<file path="src/rtl/conv_window_sequencer.sv">
// conv_window_sequencer: walks every valid 3x3 window of an IMG_W x IMG_H
// frame in row-major order, gathers the nine pixels from a one-cycle-latency
// pixel memory, hands the window to a serial convolution engine and presents
// each engine result, tagged with its window origin, on a valid/ready output.
module conv_window_sequencer #(
  parameter int IMG_W  = 8,
  parameter int IMG_H  = 8,
  parameter int ADDR_W = 8
) (
  input  logic              clk,
  input  logic              rst,
  input  logic              go,
  output logic              busy,
  output logic              frame_done,
  output logic              mem_rd_en,
  output logic [ADDR_W-1:0] mem_addr,
  input  logic [7:0]        mem_rdata,
  output logic [71:0]       win_flat,
  output logic              eng_start,
  input  logic              eng_done,
  input  logic [15:0]       eng_out,
  output logic              res_valid,
  input  logic              res_ready,
  output logic [15:0]       res_data,
  output logic [3:0]        res_row,
  output logic [3:0]        res_col
);

  typedef enum logic [2:0] {
    S_IDLE, S_FETCH, S_LAST, S_FIRE, S_WAIT, S_EMIT
  } state_t;

  state_t              r_state;
  state_t              w_next;
  logic [3:0]          r_row;
  logic [3:0]          r_col;
  logic [3:0]          r_idx;
  logic                r_rd_vld;
  logic [3:0]          r_rd_idx;
  logic [71:0]         r_win;
  logic [15:0]         r_res_data;
  logic [3:0]          r_res_row;
  logic [3:0]          r_res_col;
  logic                r_frame_done;
  logic                w_col_last;
  logic                w_row_last;
  logic                w_handshake;
  logic [3:0]          w_roff;
  logic [3:0]          w_coff;
  logic [ADDR_W-1:0]   w_addr;

  // Scan-position flags, window element offsets and the row-major pixel address
  always_comb begin
    w_col_last  = (r_col == 4'(IMG_W - 3));
    w_row_last  = (r_row == 4'(IMG_H - 3));
    w_handshake = (r_state == S_EMIT) && res_ready;
    w_roff      = r_idx / 4'd3;
    w_coff      = r_idx % 4'd3;
    w_addr      = (ADDR_W'(r_row) + ADDR_W'(w_roff)) * ADDR_W'(IMG_W)
                + ADDR_W'(r_col) + ADDR_W'(w_coff);
  end

  // FSM state register
  always_ff @(posedge clk or posedge rst) begin
    if (rst) r_state <= S_IDLE;
    else     r_state <= w_next;
  end

  // FSM next-state logic
  always_comb begin
    w_next = r_state;
    case (r_state)
      S_IDLE:  if (go) w_next = S_FETCH;
      S_FETCH: if (r_idx == 4'd8) w_next = S_LAST;
      S_LAST:  w_next = S_FIRE;
      S_FIRE:  w_next = S_WAIT;
      S_WAIT:  if (eng_done) w_next = S_EMIT;
      S_EMIT:  if (res_ready) w_next = (w_col_last && w_row_last) ? S_IDLE : S_FETCH;
      default: w_next = S_IDLE;
    endcase
  end

  // FSM outputs; the address bus is parked at zero whenever no read is issued
  always_comb begin
    busy       = (r_state != S_IDLE);
    mem_rd_en  = (r_state == S_FETCH);
    mem_addr   = (r_state == S_FETCH) ? w_addr : '0;
    eng_start  = (r_state == S_FIRE);
    res_valid  = (r_state == S_EMIT);
    frame_done = r_frame_done;
    win_flat   = r_win;
    res_data   = r_res_data;
    res_row    = r_res_row;
    res_col    = r_res_col;
  end

  // Scan position (row/col) and fetch index bookkeeping
  always_ff @(posedge clk or posedge rst) begin
    if (rst) begin
      r_row <= '0;
      r_col <= '0;
      r_idx <= '0;
    end else begin
      case (r_state)
        S_IDLE: begin
          if (go) begin
            r_row <= '0;
            r_col <= '0;
            r_idx <= '0;
          end
        end
        S_FETCH: begin
          if (r_idx != 4'd8) r_idx <= r_idx + 4'd1;
        end
        S_EMIT: begin
          if (res_ready) begin
            r_idx <= '0;
            if (!w_col_last) begin
              r_col <= r_col + 4'd1;
            end else if (!w_row_last) begin
              r_col <= '0;
              r_row <= r_row + 4'd1;
            end
          end
        end
        default: ;
      endcase
    end
  end

  // Read-return tracking: memory data for index k lands one cycle after its read
  always_ff @(posedge clk or posedge rst) begin
    if (rst) begin
      r_rd_vld <= 1'b0;
      r_rd_idx <= '0;
    end else begin
      r_rd_vld <= (r_state == S_FETCH);
      r_rd_idx <= r_idx;
    end
  end

  // Window assembly; only written while reads return, so it is frozen from FIRE on
  always_ff @(posedge clk or posedge rst) begin
    if (rst) begin
      r_win <= '0;
    end else if (r_rd_vld) begin
      for (int k = 0; k < 9; k++) begin
        if (r_rd_idx == 4'(k)) r_win[8*k +: 8] <= mem_rdata;
      end
    end
  end

  // Result capture on engine completion; eng_done outside WAIT is ignored
  always_ff @(posedge clk or posedge rst) begin
    if (rst) begin
      r_res_data <= '0;
      r_res_row  <= '0;
      r_res_col  <= '0;
    end else if ((r_state == S_WAIT) && eng_done) begin
      r_res_data <= eng_out;
      r_res_row  <= r_row;
      r_res_col  <= r_col;
    end
  end

  // Frame completion pulse in the first IDLE cycle after the final handshake
  always_ff @(posedge clk or posedge rst) begin
    if (rst) r_frame_done <= 1'b0;
    else     r_frame_done <= w_handshake && w_col_last && w_row_last;
  end

endmodule

</file>
<file path="config.mk">
export PLATFORM = sky130hd
export DESIGN_NAME = conv_window_sequencer
export DESIGN_NICKNAME = d
export VERILOG_FILES = /design/src/rtl/conv_window_sequencer.sv
export SDC_FILE = /design/constraint.sdc
export NUM_CORES = 1
export LEC_CHECK = 0
export ABC_AREA = 1
export BUFFER_PORTS_ARGS = -buffer_cell sky130_fd_sc_hd__buf_4
export CORE_MARGIN = 1.5
export CORE_UTILIZATION = 57
export DETAILED_ROUTE_END_ITERATION = 7
export PLACE_DENSITY = 0.91
export SYNTH_ARGS = -nofsm -noshare
export SYNTH_HDL_FRONTEND = slang
export SYNTH_SLANG_ARGS = --single-unit
</file>
<file path="constraint.sdc">
create_clock -name clk -period 9 [get_ports clk]
set_input_delay 0.45 -clock clk [delete_from_list [all_inputs] [get_ports clk]]
set_output_delay 0.45 -clock clk [all_outputs]
set_load 0.01 [all_outputs]
</file>
==> out/metrics.csv <==
metric,value,unit
max_stage_delay,0.46,ns
end_kind,output port,
hpwl,8780,um
layout_min_cycle_time,4.89,ns
drc,0,
max_freq,205,MHz
ctsHoldBuffers,1,
maxCapViolCount,0,
final_net_count,745,
grt_pass1_vias,4541,
firstDrtPassIters,5,
clkSinkCount,117,
ys_top_cells_by_area,"dfrtp_1 56%, nand2_1 11%, o21ai_0 7.5%",
synth_area,0.00526,mm^2
cts_root_buf,clkbuf_8,
tightest_slew,0.967,ns
crit_path_top_delay_cell,dfrtp_1,
ys_seq_elements,117,
hold_path_startpoint,eng_out[3],
ys_seq_area_frac,0.557,
vdd_drop_max,0.152,mV
rsz0062_at_grt,false,
drt_iter0_markers,243,
io_buffers,137,
worstPathCellList,inv_1 -> nand2_1 -> inv_1 -> ha_1 -> inv_1 -> ha_1 -> nand2_1 -> nand2_1 -> nand2_1 -> inv_1 -> ha_1 -> a21oi_1 -> nand2_1 -> ha_1 -> fa_1 -> ha_1 -> nand2_1 -> inv_1 -> a21oi_1 -> o21ai_0 -> a21oi_1 -> buf_4,
relSlewSlack,0.356,
r2r_cells,8,
gp_congestion,0.945,
synth_top_area_frac,0.557,
async_flop_share,1.00,
use_met3,0.0645,
fill_cells,541,
cts_tree,done,
drive_gt1_frac,0.293,
setup_tns,0,ns
areaGrowthSynthToFinish,32.3,%
reg2reg_to,r_idx[0],
start_util,0.594,
avgSynthCellArea,9.58,um^2
r2r_slack,6.90,ns
ys_warn_count,0,
setup_viol_count_final,0,
antenna_found_initial,0,
fin_crit_sh,0.543,
grt_pass1_wl,22100,um
grt_use_met1,0.340,
io_pins,138,
drt_wl_total,14000,um
ys_types,32,
p_per_area,301,mW/mm^2
cpMostUsedCell,nand2_1,
synth_top_area_cell,dfrtp_1,
critPathLaunchType,flip-flop,
leakagePower,3.66,nW
netlist_instances,549,
clockBufferDepth,2,
grt.total_usage,0.289,
worstHoldPathCells,2,
h-tree-depth,4,
die_w,99.0,um
cts_made_buffers,17,
worstPathArrival,4.44,ns
cts_setup_buffers,0,
final_cell_mix,"150 x nand2_1, 138 x buf_4, 117 x dfrtp_1",
holdPathEnd,res_data[3],
syn_nets,601,
rr_startpoint,r_state[0],
die_h,99.0,um
viasPerCell,5.72,
min-delay-path-class,primary input to flip-flop,
slew_viol_final,0,
clk_latency,0.51,ns
clkSlewWorstSetupHoldPaths,0.06,ns
grtUsageMet2,0.525,
row_count,34,
crit_type,flip-flop to output port,
wire_per_inst,17.2,um
cts_repair_resize_count,0,
crit_fanout,8,
core,0.00885,mm^2
synth_flop_cell,dfrtp_1,
diodes,0,
setup_slack,4.11,ns
grt-ovfl-total,0,
vias,4654,
final_common_cell,nand2_1,
grt_max_degree,82,
die_area,0.00981,mm^2
dp_slack,4.66,ns
skew,0.00936,ns
synth_edf_count,0,
status,"complete, no violations",
hold_viol,0,
postRouteAntennaNets,0,
grt_busiest_layer,met2,
worstPathRequired,8.55,ns
==> critical path, delay by kind of cell (launching register included) <==
kind,cells,cell delay (ns)
compound gates,4,0.63
fa+ha+maj,6,1.70
buf+inv,6,0.46
flops,1,0.46
simple gates,6,0.67
==> per-layer routing <==
layer | wire length [um] | share of wire
met1 | 5180 | 0.37
met2 | 7340 | 0.53
met4 | 330 | 0.024
met3 | 1110 | 0.080
met5 | 0 | 0
==> stage by stage <==
stage          power (mW)  instance area (um^2)  instances  hold slack, ns   util
2_1_floorplan        1.09                  5260        549           0.349      -
3_3_place_gp         1.37                  6360        781           0.467  0.719
3_5_place_dp         1.40                  6360        781           0.475  0.719
4_1_cts              2.09                  6960        814           0.162  0.786
5_1_grt              2.19                  6960        814           0.162  0.786
6_report             2.10                  6960        814           0.169  0.786
==> report_power, final <==
part | switching (mW) | internal [mW]
clock network | 0.258 | 0.412
logic | 0.360 | 0.287
registers | 0.114 | 0.667
==> final cells by class <==
class | count | area, um^2 | share of cell area
clock buffers | 19 | 442 | 0.0635
repair buffers | 139 | 1050 | 0.150
well taps | 108 | 135 | 0.0194
inverters | 50 | 190 | 0.0273
flip-flops and latches | 117 | 2930 | 0.421
multi-input cells | 368 | 2070 | 0.298
clock inverters | 13 | 145 | 0.0209
==> Yosys cell counts, types with 4 or more instances <==
library cell  count
o21ai_0          79
a21oi_1          10
mux2_2           21
o21ai_1           6
clkbuf_1          9
inv_1            48
dfrtp_1         117
nand2_1         150
nand3_1          22
xor2_1            4
nor3_1            5
nor2_1           21
ha_1             20
==> flip-flops by register name (all words and copies together), names as in the netlist <==
name,cells
win_flat,72
r_idx,4
frame_done,1
r_col,4
r_state,3
r_rd_idx,4
res_row,4
r_rd_vld,1
r_row,4
res_col,4
res_data,16
==> how the worst max path moves through the flow <==
stage / startpoint / end / slack [ns] / cells after the start
final: r_idx[3] / mem_addr[5] / 4.11 / 22
after global routing: r_idx[3] / mem_addr[6] / 3.80 / 24
after CTS: r_idx[3] / mem_addr[5] / 4.12 / 22
after detailed placement: r_idx[3] / mem_addr[5] / 4.66 / 22
after global placement: r_idx[3] / mem_addr[5] / 4.85 / 22
after floorplan: r_idx[3] / mem_addr[6] / 5.08 / 23
==> cells by family (layout without fill, tap and decap cells) <==
logic type                 count (synthesis)  count (layout)  synth area share
AOI/OAI and AO/OA                        101             101             0.100
buffers and inverters                     64             221            0.0493
DFF                                      117             117             0.557
and+or+nand+nor                          216             216             0.178
xor gates and xnor gates                   7               7            0.0117
muxes                                     21              21            0.0450
adders and majority gates                 23              23            0.0590
Power figures use the tool's default switching activity.
